<file path="src/rtl/instruction_assembly_fifo_pkg.sv">
// Shared types and constants for the instruction assembly FIFO.
package instruction_assembly_fifo_pkg;

  localparam int BYTE_WIDTH = 8;
  localparam int INSTR_BITS = 10 * BYTE_WIDTH;
  localparam int SEG_BITS   = 4 * BYTE_WIDTH;

  // Integer ceiling division, used to size the segment count.
  function automatic int ceil_div(input int a, input int b);
    return (a + b - 1) / b;
  endfunction

  localparam int INSTR_SEG_COUNT = ceil_div(INSTR_BITS, SEG_BITS);

  typedef logic [SEG_BITS-1:0]   segment_t;
  typedef logic [INSTR_BITS-1:0] instruction_t;

  // Bit positions inside the sticky error vector.
  localparam int ERR_OVERFLOW = 0;
  localparam int ERR_BAD_SEL  = 1;

endpackage

</file>
<file path="src/rtl/instruction_assembly_fifo_stager.sv">
// Staging register: collects host segments until a whole instruction is present.
module instruction_stager
  import instruction_assembly_fifo_pkg::*;
#(
  parameter int  INSTR_WIDTH = INSTR_BITS,
  parameter int  SEG_WIDTH   = SEG_BITS,
  localparam int NUM_SEGS    = ceil_div(INSTR_WIDTH, SEG_WIDTH),
  localparam int SEL_W       = (NUM_SEGS > 1) ? $clog2(NUM_SEGS) : 1,
  localparam int TOP_W       = INSTR_WIDTH - (NUM_SEGS - 1) * SEG_WIDTH
) (
  input  logic                   clk,
  input  logic                   rst_ni,
  input  logic                   flush_i,
  input  logic                   push_i,
  input  logic                   wr_en_i,
  input  logic [SEL_W-1:0]       sel_i,
  input  logic [SEG_WIDTH-1:0]   data_i,
  output logic                   complete_o,
  output logic [INSTR_WIDTH-1:0] instr_o
);

  logic [NUM_SEGS-1:0] valid_q;
  logic [NUM_SEGS-1:0] valid_d;

  for (genvar gi = 0; gi < NUM_SEGS; gi++) begin : g_slot
    // The top slot only stores the bits that fit inside the instruction.
    localparam int W = (gi == NUM_SEGS - 1) ? TOP_W : SEG_WIDTH;
    logic [W-1:0] slot_q;
    logic         hit;

    assign hit = wr_en_i && (32'(sel_i) == gi);
    // A push clears the slot first; a same-cycle write then re-arms it for the next instruction.
    assign valid_d[gi] = !flush_i && ((valid_q[gi] && !push_i) || hit);
    assign instr_o[gi*SEG_WIDTH +: W] = slot_q;

    // Slot payload: last accepted write wins.
    always_ff @(posedge clk or negedge rst_ni) begin
      if (!rst_ni) begin
        slot_q <= '0;
      end else if (hit) begin
        slot_q <= data_i[W-1:0];
      end
    end
  end

  assign complete_o = &valid_q;

  // Per-slot valid bits.
  always_ff @(posedge clk or negedge rst_ni) begin
    if (!rst_ni) begin
      valid_q <= '0;
    end else begin
      valid_q <= valid_d;
    end
  end

endmodule

</file>
<file path="src/rtl/instruction_assembly_fifo.sv">
// Circular instruction buffer fed by the stager, FWFT read with valid/ready.
module instruction_assembly_fifo
  import instruction_assembly_fifo_pkg::*;
#(
  parameter int  INSTR_WIDTH       = INSTR_BITS,
  parameter int  SEG_WIDTH         = SEG_BITS,
  parameter int  FIFO_DEPTH        = 32,
  parameter int  ALMOST_FULL_LEVEL = FIFO_DEPTH - 2,
  localparam int NUM_SEGS          = ceil_div(INSTR_WIDTH, SEG_WIDTH),
  localparam int SEL_W             = (NUM_SEGS > 1) ? $clog2(NUM_SEGS) : 1,
  localparam int PTR_W             = $clog2(FIFO_DEPTH) + 1
) (
  input  logic                   clk,
  input  logic                   rst,
  input  logic [SEG_WIDTH-1:0]   seg_data,
  input  logic [SEL_W-1:0]       seg_sel,
  input  logic                   seg_we,
  output logic                   seg_ready,
  output logic [INSTR_WIDTH-1:0] out_instr,
  output logic                   out_valid,
  input  logic                   out_ready,
  input  logic                   flush,
  input  logic                   clear_err,
  output logic [PTR_W-1:0]       count,
  output logic                   empty,
  output logic                   full,
  output logic                   almost_full,
  output logic [1:0]             err
);

  logic [PTR_W-1:0] wr_ptr_q, wr_ptr_d;
  logic [PTR_W-1:0] rd_ptr_q, rd_ptr_d;
  logic [PTR_W-1:0] count_q, count_d;
  logic [1:0]       err_q, err_d;

  logic [INSTR_WIDTH-1:0] mem [FIFO_DEPTH];

  logic                   complete;
  logic [INSTR_WIDTH-1:0] staged_instr;
  logic                   pop, push, sel_ok, seg_accept;
  logic                   push_eff;

  assign empty       = (wr_ptr_q == rd_ptr_q);
  assign full        = (wr_ptr_q[PTR_W-2:0] == rd_ptr_q[PTR_W-2:0]) &&
                       (wr_ptr_q[PTR_W-1] != rd_ptr_q[PTR_W-1]);
  assign almost_full = (32'(count_q) >= ALMOST_FULL_LEVEL);
  assign out_valid   = !empty;
  assign count       = count_q;
  assign err         = err_q;

  // A full buffer still accepts a push when the head leaves in the same cycle.
  assign pop        = out_valid && out_ready;
  assign push       = complete && (!full || pop);
  assign seg_ready  = !(complete && full && !pop);
  assign sel_ok     = (32'(seg_sel) < NUM_SEGS);
  assign seg_accept = seg_we && seg_ready && sel_ok && !flush;
  assign push_eff   = push && !flush;

  assign out_instr = empty ? '0 : mem[rd_ptr_q[PTR_W-2:0]];

  instruction_stager #(
    .INSTR_WIDTH (INSTR_WIDTH),
    .SEG_WIDTH   (SEG_WIDTH)
  ) u_stager (
    .clk        (clk),
    .rst_ni     (rst),
    .flush_i    (flush),
    .push_i     (push_eff),
    .wr_en_i    (seg_accept),
    .sel_i      (seg_sel),
    .data_i     (seg_data),
    .complete_o (complete),
    .instr_o    (staged_instr)
  );

  // Next-state for pointers, occupancy and sticky errors; flush overrides traffic but not err.
  always_comb begin
    wr_ptr_d = wr_ptr_q;
    rd_ptr_d = rd_ptr_q;
    count_d  = count_q;
    err_d    = clear_err ? 2'b00 : err_q;
    if (seg_we && !seg_ready) err_d[ERR_OVERFLOW] = 1'b1;
    if (seg_we && !sel_ok)    err_d[ERR_BAD_SEL]  = 1'b1;
    if (flush) begin
      wr_ptr_d = '0;
      rd_ptr_d = '0;
      count_d  = '0;
    end else begin
      if (push) wr_ptr_d = wr_ptr_q + 1'b1;
      if (pop)  rd_ptr_d = rd_ptr_q + 1'b1;
      case ({push, pop})
        2'b10:   count_d = count_q + 1'b1;
        2'b01:   count_d = count_q - 1'b1;
        default: count_d = count_q;
      endcase
    end
  end

  // Control state registers.
  always_ff @(posedge clk or negedge rst) begin
    if (!rst) begin
      wr_ptr_q <= '0;
      rd_ptr_q <= '0;
      count_q  <= '0;
      err_q    <= '0;
    end else begin
      wr_ptr_q <= wr_ptr_d;
      rd_ptr_q <= rd_ptr_d;
      count_q  <= count_d;
      err_q    <= err_d;
    end
  end

  // Buffer storage; contents are never reset.
  always_ff @(posedge clk) begin
    if (push_eff) begin
      mem[wr_ptr_q[PTR_W-2:0]] <= staged_instr;
    end
  end

endmodule

</file>
<file path="config.mk">
export PLATFORM = sky130hd
export DESIGN_NAME = instruction_assembly_fifo
export DESIGN_NICKNAME = d
export VERILOG_FILES = /design/src/rtl/instruction_assembly_fifo_pkg.sv /design/src/rtl/instruction_assembly_fifo_stager.sv /design/src/rtl/instruction_assembly_fifo.sv
export SDC_FILE = /design/constraint.sdc
export NUM_CORES = 2
export LEC_CHECK = 0
export BUFFER_PORTS_ARGS = -buffer_cell sky130_fd_sc_hd__buf_2
export CORE_ASPECT_RATIO = 0.5
export CORE_UTILIZATION = 25
export CTS_CLUSTER_DIAMETER = 150
export DETAILED_ROUTE_END_ITERATION = 8
export GPL_TIMING_DRIVEN = 1
export HOLD_SLACK_MARGIN = 0.05
export PLACE_DENSITY = 0.51
export SLEW_MARGIN = 0
export SYNTH_ARGS = -nofsm -noshare
export SYNTH_HDL_FRONTEND = slang
export SYNTH_SLANG_ARGS = --single-unit
</file>
<file path="constraint.sdc">
create_clock -name clk -period 5.4 [get_ports clk]
set_input_delay 0.54 -clock clk [delete_from_list [all_inputs] [get_ports clk]]
set_output_delay 0.54 -clock clk [all_outputs]
set_load 0.02 [all_outputs]
</file>
# --- Word level (Yosys, flattened, before mapping) ---
# Memories as Yosys holds them, arrays and structs flattened.
# Cells that the tools add are included.
word_totals:
  elab_cells: 73
  latchBits: 0
  output_inout_bits: 93
  rom_bits: 0
  ramBits: 2560
  in_bits: 40
  regBits: 103
  mem_count: 1
classes:
  mux: 12
  bitwise: 0
  reduce_logical: 38
  addsub: 4
  div: 0
  n_eq_ne: 7
  n_shift: 0
  mul: 0
  order_cmp: 2
mem_list:
  columns: ["name", "words", "word_bits", "rd", "rd_clocked_by_memory_dff", "write_ports", "line_no", "rtl"]
  rows:
  - ["mem", 32, 80, 1, 0, 1, "instruction_assembly_fifo.sv:36", "logic [INSTR_WIDTH-1:0] mem [FIFO_DEPTH];"]
ops:
  columns: ["op", "count"]
  rows:
  - ["80-bit two-way mux", 1]
  - ["6-bit two-way mux", 5]
  - ["1-bit logical AND", 20]
  - ["6-bit by 1-bit adder with 6-bit output, second input constant", 3]
  - ["6-bit one-hot mux with 2 select lines", 1]
  - ["2-bit nonzero test", 4]
  - ["1-bit zero test", 7]
  - ["6-bit equality test", 1]
  - ["6-bit by 5-bit >= comparator with 1-bit output, second input constant", 1]
  - ["6-bit by 1-bit subtractor with 6-bit output, second input constant", 1]
  - ["5-bit equality test", 1]
  - ["2-bit by 1-bit equality test with 1-bit output, second input constant", 2]
  - ["2-bit equality test, second input constant", 2]
  - ["1-bit logical OR", 4]
  - ["1-bit two-way mux", 4]
  - ["3-bit AND reduction", 1]
  - ["3-bit nonzero test", 1]
  - ["2-bit zero test", 1]
  - ["2-bit < comparator, second input constant", 1]
  - ["2-bit two-way mux", 1]
  - ["1-bit inequality test", 1]

# --- Logic depth before layout (Yosys ltp) ---
depth:
  depth_word: 12
  mapped_depth: 12
  depth_no_buf: 10

# --- Cells and area by module ---
# A second synthesis with hierarchy kept.
hier_totals:
  hier_cells: 4182
  area_unflattened_um2: 101732.6
by_module_without_submodules:
  columns: ["mod", "area_per_inst_um2", "cells_per_inst", "seq_area_each_um2", "n_inst"]
  rows:
  - ["instruction_assembly_fifo", 98600.8, 4001, 77374.2, 1]
  - ["instruction_stager", 3131.8, 181, 2077.0, 1]

# --- Worst setup path before layout ---
# OpenSTA, ideal clock, no wires.
synth_path:
  path_type: "flip-flop to flip-flop"
  startpoint: "reg rd_ptr_q[1]"
  endpoint: "mem mem[29][0] (netlist name) (enable)"
  setup_ns: 0.519
  path_buffers: 3
  synth_period_minus_slack_ns: 5.622
  path_stages_with_launch: 9
  setup_slack_ns: -0.222
  arrival_time_ns: 5.103
  t_required_ns: 4.881
  path_cell_list: "dfrtp_1 -> buf_2 -> xnor2_2 -> and3_1 -> buf_6 -> a41oi_1 -> buf_2 -> nand3b_1 -> nor2_1"
synth_via:
  elab_chain_len: 8
  word_cells_on_any_way: 11
  classes_between: "eq/ne: 2; mux: 2; reduce/logical: 7"
synth_lines:
  columns: ["element", "line_no", "rtl"]
  rows:
  - ["from (decl)", "instruction_assembly_fifo.sv:32", "logic [PTR_W-1:0] rd_ptr_q, rd_ptr_d;"]
  - ["from (signal assigned)", "instruction_assembly_fifo.sv:108", "rd_ptr_q <= rd_ptr_d;"]
  - ["6-bit equality test or 5-bit equality test (tied branches)", "instruction_assembly_fifo.sv:43, instruction_assembly_fifo.sv:44", null]
  - ["1-bit zero test or 1-bit logical AND (tied branches)", "instruction_assembly_fifo.sv:47, instruction_assembly_fifo.sv:44", null]
  - ["1-bit logical AND or 1-bit zero test (tied branches)", "instruction_assembly_fifo.sv:52, instruction_assembly_fifo.sv:53", null]
  - ["1-bit logical OR *", "instruction_assembly_fifo.sv:53", "assign push = complete && (!full || pop);"]
  - ["1-bit logical AND *", "instruction_assembly_fifo.sv:53", null]
  - ["1-bit logical AND *", "instruction_assembly_fifo.sv:57", "assign push_eff = push && !flush;"]
  - ["1-bit two-way mux *", "instruction_assembly_fifo.sv:116", "if (push_eff) begin"]
  - ["1-bit two-way mux (not written as such) *", "instruction_assembly_fifo.sv:117", "mem[wr_ptr_q[PTR_W-2:0]] <= staged_instr;"]
  - ["to (decl)", "instruction_assembly_fifo.sv:36", null]
# Mark *: on every way between the ends. The rest lies on a longest branch, timed or not.

# --- Worst setup path in the final report ---
layout_path:
  startpoint: "reg rd_ptr_q[1]"
  endpoint: "out out_instr[21]"
layout_via:
  elab_chain_len: 2
  word_cells_on_any_way: 3
  classes_between: "eq/ne: 1; mux: 1; memory: 1"
layout_lines:
  columns: ["element", "line_no", "rtl"]
  rows:
  - ["memory 32 x 80 bit or 6-bit equality test (tied branches)", null, null]
  - ["80-bit two-way mux *", "instruction_assembly_fifo.sv:59", "assign out_instr = empty ? '0 : mem[rd_ptr_q[PTR_W-2:0]];"]
  - ["to (decl)", "instruction_assembly_fifo.sv:19", "output logic [INSTR_WIDTH-1:0] out_instr,"]
# Marked as above.

==> impl_metrics.env <==
export IMPL_outcome="finished, final reports clean"
export IMPL_synthesis_area_mm2=0.102
export IMPL_synth_yosys_seq_area_share_pct=78.0
export IMPL_critPathLaunchType="flip-flop"
export IMPL_cts_tree="built"
export IMPL_finalMaxSlewViolations=0
export IMPL_routed_via_count=46200
export IMPL_avgSynthCellArea_um2=24.4
export IMPL_hold_violations=0
export IMPL_num_rows=165
export IMPL_cp_max_fo=30
export IMPL_place_ws_ns=1.09
export IMPL_die_area_mm2=0.410
export IMPL_post_dp_hpwl_mm=139
export IMPL_tns_ns=0
export IMPL_avgViaCountPerCell=4.54
export IMPL_clock_sinks=2663
export IMPL_first_iter_violations=5009
export IMPL_dieHeight_um=453
export IMPL_syn_nets=4223
export IMPL_setup_worst_path_class="reg2out"
export IMPL_clock_skew_ns=0.0309
export IMPL_total_power_mw=44.3
export IMPL_cts_htree_levels=5
export IMPL_p_leak_nw=36.4
export IMPL_ant_nets=0
export IMPL_maxCapViolCount=0
export IMPL_cp_required_ns=4.86
export IMPL_rsz0062_at_grt="false"
export IMPL_rr_endpoint="mem[17][32]"
export IMPL_worstPathArrival_ns=4.56
export IMPL_fin_crit_sh_pct=94.5
export IMPL_design_area_mm2=0.119
export IMPL_final_nets=4585
export IMPL_wl_per_cell_um=27.1
export IMPL_worstReg2RegStart="rd_ptr_q[1]"
export IMPL_yosys_warnings=0
export IMPL_insertion_delay_ns=0.85
export IMPL_rr_worst_depth=7
export IMPL_drive_gt1_share_pct=32.8
export IMPL_gp_congestion=0.713
export IMPL_worst_slew_pin_transition_ns=1.28
export IMPL_initial_utilization_pct=25.2
export IMPL_drt_pass1_iterations=7
export IMPL_synth_edff_count=2560
export IMPL_globalRouteOverflowTotal=0
export IMPL_numCtsBuffers=287
export IMPL_grt_start_max_net_pins=144
export IMPL_crit_start="rd_ptr_q[1]"
export IMPL_async_flop_share_pct=3.87
export IMPL_cts_setup_buffers=0
export IMPL_ys_flop_type="edfxtp_1"
export IMPL_synthToLayoutAreaGrowth_pct=17.1
export IMPL_grt_pass1_vias=48100
export IMPL_cts_root_buf="clkbuf_16"
export IMPL_grt_use_total_pct=13.1
export IMPL_placed_area_mm2=0.110
export IMPL_power_density_mw_per_mm2=372
export IMPL_die_w_um=905
export IMPL_grt_pass1_wl_mm=387
export IMPL_num_io_pins=133
export IMPL_cts_resized=0
export IMPL_clk_pin_slew_ns=0.06
export IMPL_reg2reg_slack_ns=1.30
export IMPL_wl_mm=276
export IMPL_endpoint="out_instr[21]"
export IMPL_min_path_type="in2reg"
export IMPL_antenna_found_initial=17
export IMPL_setup_viol=0
export IMPL_vdd_drop_max_v=0.000229
export IMPL_syn_inst=4173
export IMPL_synth_cell_types=46
export IMPL_layout_setup_ws_ns=0.295
export IMPL_post_route_drc_count=0
export IMPL_min_period_ns=5.10
export IMPL_fmax_mhz=196
export IMPL_synth_seq_cells=2663
export IMPL_port_buffers=132
export IMPL_relSlewSlack_pct=14.4
export IMPL_end_kind="primary output"
export IMPL_cts_buffer_depth=4
export IMPL_hold_buffers=19
export IMPL_min_from="seg_data[22]"
export IMPL_core_area_mm2=0.405
-- stage by stage --
| step | hold WS (ns) | utilization [%] | cells |
|---|---|---|---|
| 2_1_floorplan | 0.244 | - | 4173 |
| 3_3_place_gp | 0.517 | 27.2 | 9654 |
| 3_5_place_dp | 0.527 | 27.2 | 9654 |
| 4_1_cts | 0.0507 | 29.5 | 10200 |
| 5_1_grt | 0.0541 | 29.5 | 10200 |
| 6_report | 0.106 | 29.5 | 10200 |
-- cell type report --
type | instances | area, µm²
clock buffers | 389 | 7880
inverters | 168 | 631
well taps | 5427 | 6790
repair buffers | 286 | 2600
fillers | 38900 | 286000
multi-input cells | 1129 | 21000
clock inverters | 113 | 926
flip-flops and latches | 2663 | 79500
diodes | 8 | 20.0
-- critical path, stage by stage (launching register included) --
cell,delay (ns)
dfrtp_4,0.82
xnor2_2,0.18
and3_1,0.33
nand2_1,0.28
nand2_4,0.65
buf_4,0.66
o22ai_1,0.44
buf_2,0.28
-- state kept, by name (all words and copies together), names as in the netlist --
| signal | count |
|---|---|
| u_stager.valid_q | 3 |
| err | 2 |
| wr_ptr_q | 6 |
| rd_ptr_q | 6 |
| mem | 2560 |
| count | 6 |
| u_stager.g_slot.slot_q | 80 |
-- Yosys cell counts (5+ instances only) --
cell | n | share of area, %
nand2b_1 | 5 | 0.031
nor2_1 | 54 | 0.20
dfrtp_1 | 103 | 2.5
edfxtp_1 | 2560 | 75
mux2_4 | 58 | 0.85
buf_12 | 6 | 0.12
xor2_1 | 11 | 0.095
nand4_1 | 5 | 0.031
o22ai_1 | 81 | 0.50
mux4_2 | 800 | 18
a21oi_1 | 9 | 0.044
nand2_1 | 10 | 0.037
mux2_1 | 9 | 0.099
clkbuf_1 | 104 | 0.38
buf_1 | 14 | 0.052
ha_1 | 9 | 0.11
mux2_2 | 14 | 0.15
xnor2_1 | 8 | 0.069
inv_1 | 168 | 0.62
nor3_1 | 5 | 0.025
nand3_1 | 8 | 0.039
nand3b_1 | 7 | 0.052
o21ai_0 | 5 | 0.025
buf_2 | 83 | 0.41
-- placed cells by master, fill, tap and decap left out, drive strengths merged, types with 5 or more instances in the layout --
cell type / n
diode: 8
a21oi: 9
nand2b: 5
xor2: 11
clkinvlp: 6
nand3b: 7
edfxtp: 2560
xnor2: 10
nor3: 5
mux2: 81
nand4: 5
mux4: 800
buf: 267
dfrtp: 103
o21ai: 5
o22ai: 81
nand3: 8
ha: 9
clkinv: 85
nand2: 14
clkbuf: 389
inv: 176
dlygate4sd3: 19
nor2: 55
bufinv: 14
-- power by group --
| part | total [mW] | internal, mW | switching [mW] | leakage [nW] |
|---|---|---|---|---|
| clock | 18.8 | 10.9 | 7.94 | 4.29 |
| sequential | 25.2 | 23.9 | 1.28 | 24.4 |
| combinational | 0.322 | 0.188 | 0.134 | 7.70 |
-- cell families (layout without fill, tap and decap cells) --
| logic type | after synthesis | after routing | synth area share [%] |
|---|---|---|---|
| and+or+nand+nor | 108 | 108 | 0.555 |
| xor gates and xnor gates | 21 | 21 | 0.195 |
| other | 0 | 8 | 0 |
| AOI/OAI and AO/OA | 106 | 106 | 0.672 |
| DFF | 2663 | 2663 | 78.0 |
| muxes | 884 | 884 | 18.8 |
| adders and majority gates | 10 | 10 | 0.130 |
| buffers and inverters | 381 | 956 | 1.65 |
-- how the worst min path moves through the flow --
stage	end	depth (start not counted)
finish	u_stager.g_slot[1].slot_q[22]	2
global placement	err[1]	2
global route	u_stager.g_slot[0].slot_q[22]	2
floorplan	count[0]	0
CTS	u_stager.g_slot[0].slot_q[22]	2
detailed placement	err[1]	2
-- routing by layer --
metal	vias up	routed length [µm]	GRT usage (%)	part of all wire, %
met2	1350	137000	22.2	50
met1	25900	119000	17.8	43
li1	18600	-	-	-
met3	370	13100	1.60	4.8
met4	8	6810	3.64	2.5
met5	-	55	0	0.020
Power figures use the tool's default switching activity.
